===== src/rtl/rv32i_types.sv =====
// Shared RV32I core types used by the retirement alias table.
package rv32i_types;

    localparam int unsigned ARCH_REGS      = 32;
    localparam int unsigned AREG_BITS      = 5;
    localparam int unsigned PREG_BITS_DFLT = 6;

    typedef logic [PREG_BITS_DFLT-1:0] preg_t;
    typedef logic [AREG_BITS-1:0]      areg_t;

endpackage


===== src/rtl/rrat_fwd.sv =====
// Same-group forwarding for the retirement alias table: computes the
// displaced register per lane and the youngest-lane write per table entry.
module rrat_fwd
    import rv32i_types::*;
#(
    parameter int unsigned PREG_BITS = 6,
    parameter int unsigned NSIZE     = 1
) (
    input  logic [PREG_BITS-1:0] tbl_i       [ARCH_REGS],
    input  logic [NSIZE-1:0]     valid_i,
    input  areg_t                rd_i        [NSIZE],
    input  logic [PREG_BITS-1:0] phys_i      [NSIZE],
    output logic [PREG_BITS-1:0] free_preg_o [NSIZE],
    output logic [NSIZE-1:0]     live_o,
    output logic [ARCH_REGS-1:1] wr_en_o,
    output logic [PREG_BITS-1:0] wr_data_o   [1:ARCH_REGS-1]
);

    // Per-lane old mapping, forwarding the nearest older lane with the same rd
    always_comb begin
        for (int unsigned i = 0; i < NSIZE; i++) begin
            live_o[i]      = valid_i[i] && (rd_i[i] != '0);
            free_preg_o[i] = tbl_i[rd_i[i]];
            for (int unsigned j = 0; j < i; j++) begin
                if (valid_i[j] && (rd_i[j] != '0) && (rd_i[j] == rd_i[i])) begin
                    free_preg_o[i] = phys_i[j];
                end
            end
        end
    end

    // Per-entry write enable; later (younger) lanes override older ones
    always_comb begin
        for (int unsigned e = 1; e < ARCH_REGS; e++) begin
            wr_en_o[e]   = 1'b0;
            wr_data_o[e] = '0;
            for (int unsigned i = 0; i < NSIZE; i++) begin
                if (live_o[i] && (rd_i[i] == AREG_BITS'(e))) begin
                    wr_en_o[e]   = 1'b1;
                    wr_data_o[e] = phys_i[i];
                end
            end
        end
    end

endmodule


===== src/rtl/rrat.sv =====
// Retirement register alias table: committed arch->phys mapping, frees
// displaced registers and supplies the restore image on flush.
// Optional performance counters are enabled with `define RRAT_PERF_EN.
module rrat
    import rv32i_types::*;
#(
    parameter int unsigned PREG_BITS = 6,
    parameter int unsigned NSIZE     = 1
) (
    input  logic                 clk,
    input  logic                 rst,
    input  logic [NSIZE-1:0]     commit_valid,
    input  areg_t                commit_rd_arch [NSIZE],
    input  logic [PREG_BITS-1:0] commit_rd_phys [NSIZE],
    input  logic                 rob_flush,
    output logic [PREG_BITS-1:0] free_preg      [NSIZE],
    output logic [NSIZE-1:0]     free_valid,
    output logic [PREG_BITS-1:0] restore_map    [ARCH_REGS],
    output logic [31:0]          perf_commits,
    output logic [31:0]          perf_frees
);

    logic [PREG_BITS-1:0] tbl_q    [1:ARCH_REGS-1];
    logic [PREG_BITS-1:0] tbl_d    [1:ARCH_REGS-1];
    logic [PREG_BITS-1:0] tbl_view [ARCH_REGS];
    logic [NSIZE-1:0]     live;
    logic [ARCH_REGS-1:1] wr_en;
    logic [PREG_BITS-1:0] wr_data  [1:ARCH_REGS-1];

    // Table image with x0 hardwired to zero
    always_comb begin
        tbl_view[0] = '0;
        for (int unsigned e = 1; e < ARCH_REGS; e++) begin
            tbl_view[e] = tbl_q[e];
        end
    end

    rrat_fwd #(
        .PREG_BITS (PREG_BITS),
        .NSIZE     (NSIZE)
    ) u_fwd (
        .tbl_i       (tbl_view),
        .valid_i     (commit_valid),
        .rd_i        (commit_rd_arch),
        .phys_i      (commit_rd_phys),
        .free_preg_o (free_preg),
        .live_o      (live),
        .wr_en_o     (wr_en),
        .wr_data_o   (wr_data)
    );

    // Free list ignores enqueues while it refills on flush
    always_comb begin
        free_valid = live & ~{NSIZE{rob_flush}};
    end

    // Next table state; also the same-cycle restore image
    always_comb begin
        restore_map[0] = '0;
        for (int unsigned e = 1; e < ARCH_REGS; e++) begin
            tbl_d[e]       = wr_en[e] ? wr_data[e] : tbl_q[e];
            restore_map[e] = tbl_d[e];
        end
    end

    // Table flops, identity mapping on reset
    always_ff @(posedge clk or posedge rst) begin
        if (rst) begin
            for (int unsigned e = 1; e < ARCH_REGS; e++) begin
                tbl_q[e] <= PREG_BITS'(e);
            end
        end else begin
            for (int unsigned e = 1; e < ARCH_REGS; e++) begin
                tbl_q[e] <= tbl_d[e];
            end
        end
    end

`ifdef RRAT_PERF_EN
    logic [31:0] perf_commits_q;
    logic [31:0] perf_frees_q;

    // Wrapping commit and free counters
    always_ff @(posedge clk or posedge rst) begin
        if (rst) begin
            perf_commits_q <= '0;
            perf_frees_q   <= '0;
        end else begin
            perf_commits_q <= perf_commits_q + 32'($countones(commit_valid));
            perf_frees_q   <= perf_frees_q + 32'($countones(free_valid));
        end
    end

    assign perf_commits = perf_commits_q;
    assign perf_frees   = perf_frees_q;
`else
    assign perf_commits = '0;
    assign perf_frees   = '0;
`endif

endmodule


===== config.mk =====
export PLATFORM = sky130hd
export DESIGN_NAME = rrat
export DESIGN_NICKNAME = d
export VERILOG_FILES = /design/src/rtl/rv32i_types.sv /design/src/rtl/rrat_fwd.sv /design/src/rtl/rrat.sv
export SDC_FILE = /design/constraint.sdc
export NUM_CORES = 1
export LEC_CHECK = 0
export ABC_AREA = 1
export CAP_MARGIN = 15
export CORE_MARGIN = 2
export CORE_UTILIZATION = 33
export DETAILED_ROUTE_END_ITERATION = 8
export SYNTH_ARGS = -nofsm -noshare
export SYNTH_HDL_FRONTEND = slang
export SYNTH_SLANG_ARGS = --single-unit
export TNS_END_PERCENT = 20

===== constraint.sdc =====
create_clock -name clk -period 10.1 [get_ports clk]
set_input_delay 2.02 -clock clk [delete_from_list [all_inputs] [get_ports clk]]
set_output_delay 2.02 -clock clk [all_outputs]
set_load 0.02 [all_outputs]

==> results.cfg <==
[place]
dp_hpwl_mm = 23.9
gp_congestion = 0.946
dp_slack_ns = 2.81
io_buffers = 207

[floorplan]
ios = 278
start_util = 0.337
row_count = 61
die_area_um2 = 29900
die_x_um = 173
coreArea_um2 = 27900
die_h_um = 173

[worst_setup_path]
cp_data_required_time_ns = 8.08
worstPathMaxFanout = 13
crit_type = input pin to output port
crit_arrival_ns = 5.27
cp-end-kind = output port
startpoint_type = input pin

[sta]
finalCritPeriodShare = 0.722
finalHoldViolCount = 0
grt_setup_unrepaired = no
worstMarginPinSlew_ns = 0.965
clock_skew_ns = 0
relSlewSlack = 0.354
max_freq_ghz = 0.137
fin_setup_tns_ns = 0
min_period_ns = 7.29
fin_ws_ns = 2.81
setup_viol = 0
slew_viol_final = 0

[power_and_ir_drop]
vdd_drop_max_mv = 0.112
p_sw_uw = 969
powerDensity_nw_per_um2 = 215
p_comb_frac = 0.339
clkPwrFrac = 0.268
power.total_mw = 2.59
swShare = 0.374
power_frac_seq = 0.393
p_int_mw = 1.62
p_leak_nw = 5.54

[min_path]
hold_path_class = flop to flop

[global_route]
grt_use_total = 0.221
grt_antenna_before_repair = 0
grt_max_degree = 74
grt_pass1_vias = 8369
grt_pass1_wl_mm = 50.5
grt.overflow.total = 0

[synth]
synthSimpleGateAreaFrac = 0.286
synth_top_family_by_area = simple AND/OR/NAND/NOR gates
ys_types = 18
ys_warn_count = 0
synth_seq_cells = 186
synth.cell_area_um2 = 9420
synth.avg_cell_area_um2 = 7.50
seq_area_frac_synth = 0.505
yosys.area_share.adder = 0
syn_inst = 1256
synth_mux_area_frac = 0
synth_compound_area_frac = 0.103
synthXorXnorAreaFrac = 0

[clocking]
tritoncts = yes
root_buffer = clkbuf_16
htree_levels = 4
cts_buffer_depth = 2
cts_buffers = 17
postCtsResizedCells = 0
clkLatencyLatePin_ns = 0.43
cts_hold_buffers = 0
clk_pin_slew_ns = 0.08
cts_sinks = 186
postCtsSetupBuffers = 0

[drt]
remaining_drc_errors = 0
final_antenna_net_count = 0
wirelength_mm = 33.4
routed_via_density = 4.81
drt_iter0_markers = 845
drt_pass1_iterations = 5
wl_per_cell_um = 18.5
dr_total_vias = 8677

[run]
maxCapViolations = 0

[layout]
drive_above_1_share = 0.0926
n_antenna_cell = 0
multi_input_area_um2 = 3920
reg_top3 = tbl_q x186
nets = 1428
largest_register = tbl_q
fillers = 2847
seq_area_um2 = 4750
largest_reg_flops = 186
areaGrowthSynthToFinish_pct = 27.7

[run_status]
status = finished clean
## stage by stage
step                hold WS, ns  std cells  cell area (µm²)   util
finish                    0.499       1804            12000  0.430
global placement          0.487       1772            11400  0.409
floorplan                 0.605       1325             9670      -
detailed placement        0.487       1772            11400  0.409
global route              0.521       1804            12000  0.430
CTS                       0.501       1804            12000  0.430
## cell usage in the layout (no fill, tap or decap)
| master | count |
|---|---|
| a21oi_1 | 2 |
| nor2_1 | 45 |
| inv_6 | 5 |
| clkdlybuf4s50_1 | 206 |
| inv_1 | 25 |
| o21ai_1 | 66 |
| inv_2 | 1 |
| conb_1 | 70 |
| nand3_1 | 42 |
| buf_2 | 1 |
| nand2_1 | 611 |
| nor2_2 | 3 |
| clkbuf_8 | 1 |
| inv_8 | 5 |
| o21ai_0 | 116 |
| clkinv_4 | 1 |
| dfrtp_1 | 106 |
| clkbuf_16 | 17 |
| dfstp_2 | 80 |
| clkinv_8 | 4 |
| buf_4 | 13 |
| o21ai_2 | 1 |
| o21a_1 | 5 |
## logic make-up (layout without fill, tap and decap cells)
group | count (synthesis) | count (layout)
and+or+nand+nor | 701 | 701
AOI/OAI and AO/OA | 190 | 190
buffers and inverters | 178 | 279
other | 1 | 70
DFF | 186 | 186
## worst paths after layout
path	start	end	slack [ns]	cells past startpoint
worst max-delay path	commit_rd_arch[2]	restore_map[57]	2.81	8
worst min-delay path	tbl_q[46]	tbl_q[46]	0.50	2
worst max register to register	tbl_q[2]	tbl_q[2]	9.17	2
worst min register to register	tbl_q[46]	tbl_q[46]	0.50	2
max in group asynchronous	rst	tbl_q[185]	6.82	3
min in group asynchronous	rst	tbl_q[80]	1.97	2
## power by group through the flow
stage	combinational, mW	sequential (mW)	clock [mW]
after floorplan	0.501	0.996	0
after global placement	0.878	1.02	0
after detailed placement	0.880	1.02	0
after CTS	0.887	1.01	0.708
after global routing	0.949	1.03	0.733
final	0.879	1.02	0.693
## Yosys cell counts, drive strengths merged
| master | n | share of area |
|---|---|---|
| a21oi | 2 | 0.0011 |
| buf | 105 | 0.077 |
| clkbuf | 46 | 0.018 |
| conb | 1 | 0.00040 |
| dfrtp | 106 | 0.28 |
| dfstp | 80 | 0.22 |
| inv | 27 | 0.011 |
| nand2 | 611 | 0.24 |
| nand3 | 42 | 0.022 |
| nor2 | 48 | 0.020 |
| o21a | 5 | 0.0040 |
| o21ai | 183 | 0.098 |
## worst max-delay path, cell delays in order
cell and delay (ns):
clkdlybuf4s50_1 0.53, inv_1 0.09, nor2_1 0.73, inv_1 0.22, nor2_1 0.23, nand2_1 0.30
o21ai_0 0.47, clkdlybuf4s50_1 0.69
## layer usage
| metal | track usage | part of all wire | wire length, µm | up-vias |
|---|---|---|---|---|
| li1 | - | - | - | 4128 |
| met1 | 0.290 | 0.43 | 14300 | 4121 |
| met2 | 0.356 | 0.47 | 15600 | 389 |
| met3 | 0.0578 | 0.082 | 2730 | 39 |
| met4 | 0.0689 | 0.024 | 787 | 0 |
| met5 | 0 | 0 | 0 | - |
## layout make-up
cell class                      count  share of cell area
Sequential cell                   186               0.395
Multi-Input combinational cell    961               0.326
Timing Repair Buffer              220               0.180
Tap cell                          378              0.0393
Clock buffer                       18              0.0365
Clock inverter                     14              0.0137
Inverter                           27             0.00884
Power figures use the tool's default switching activity.
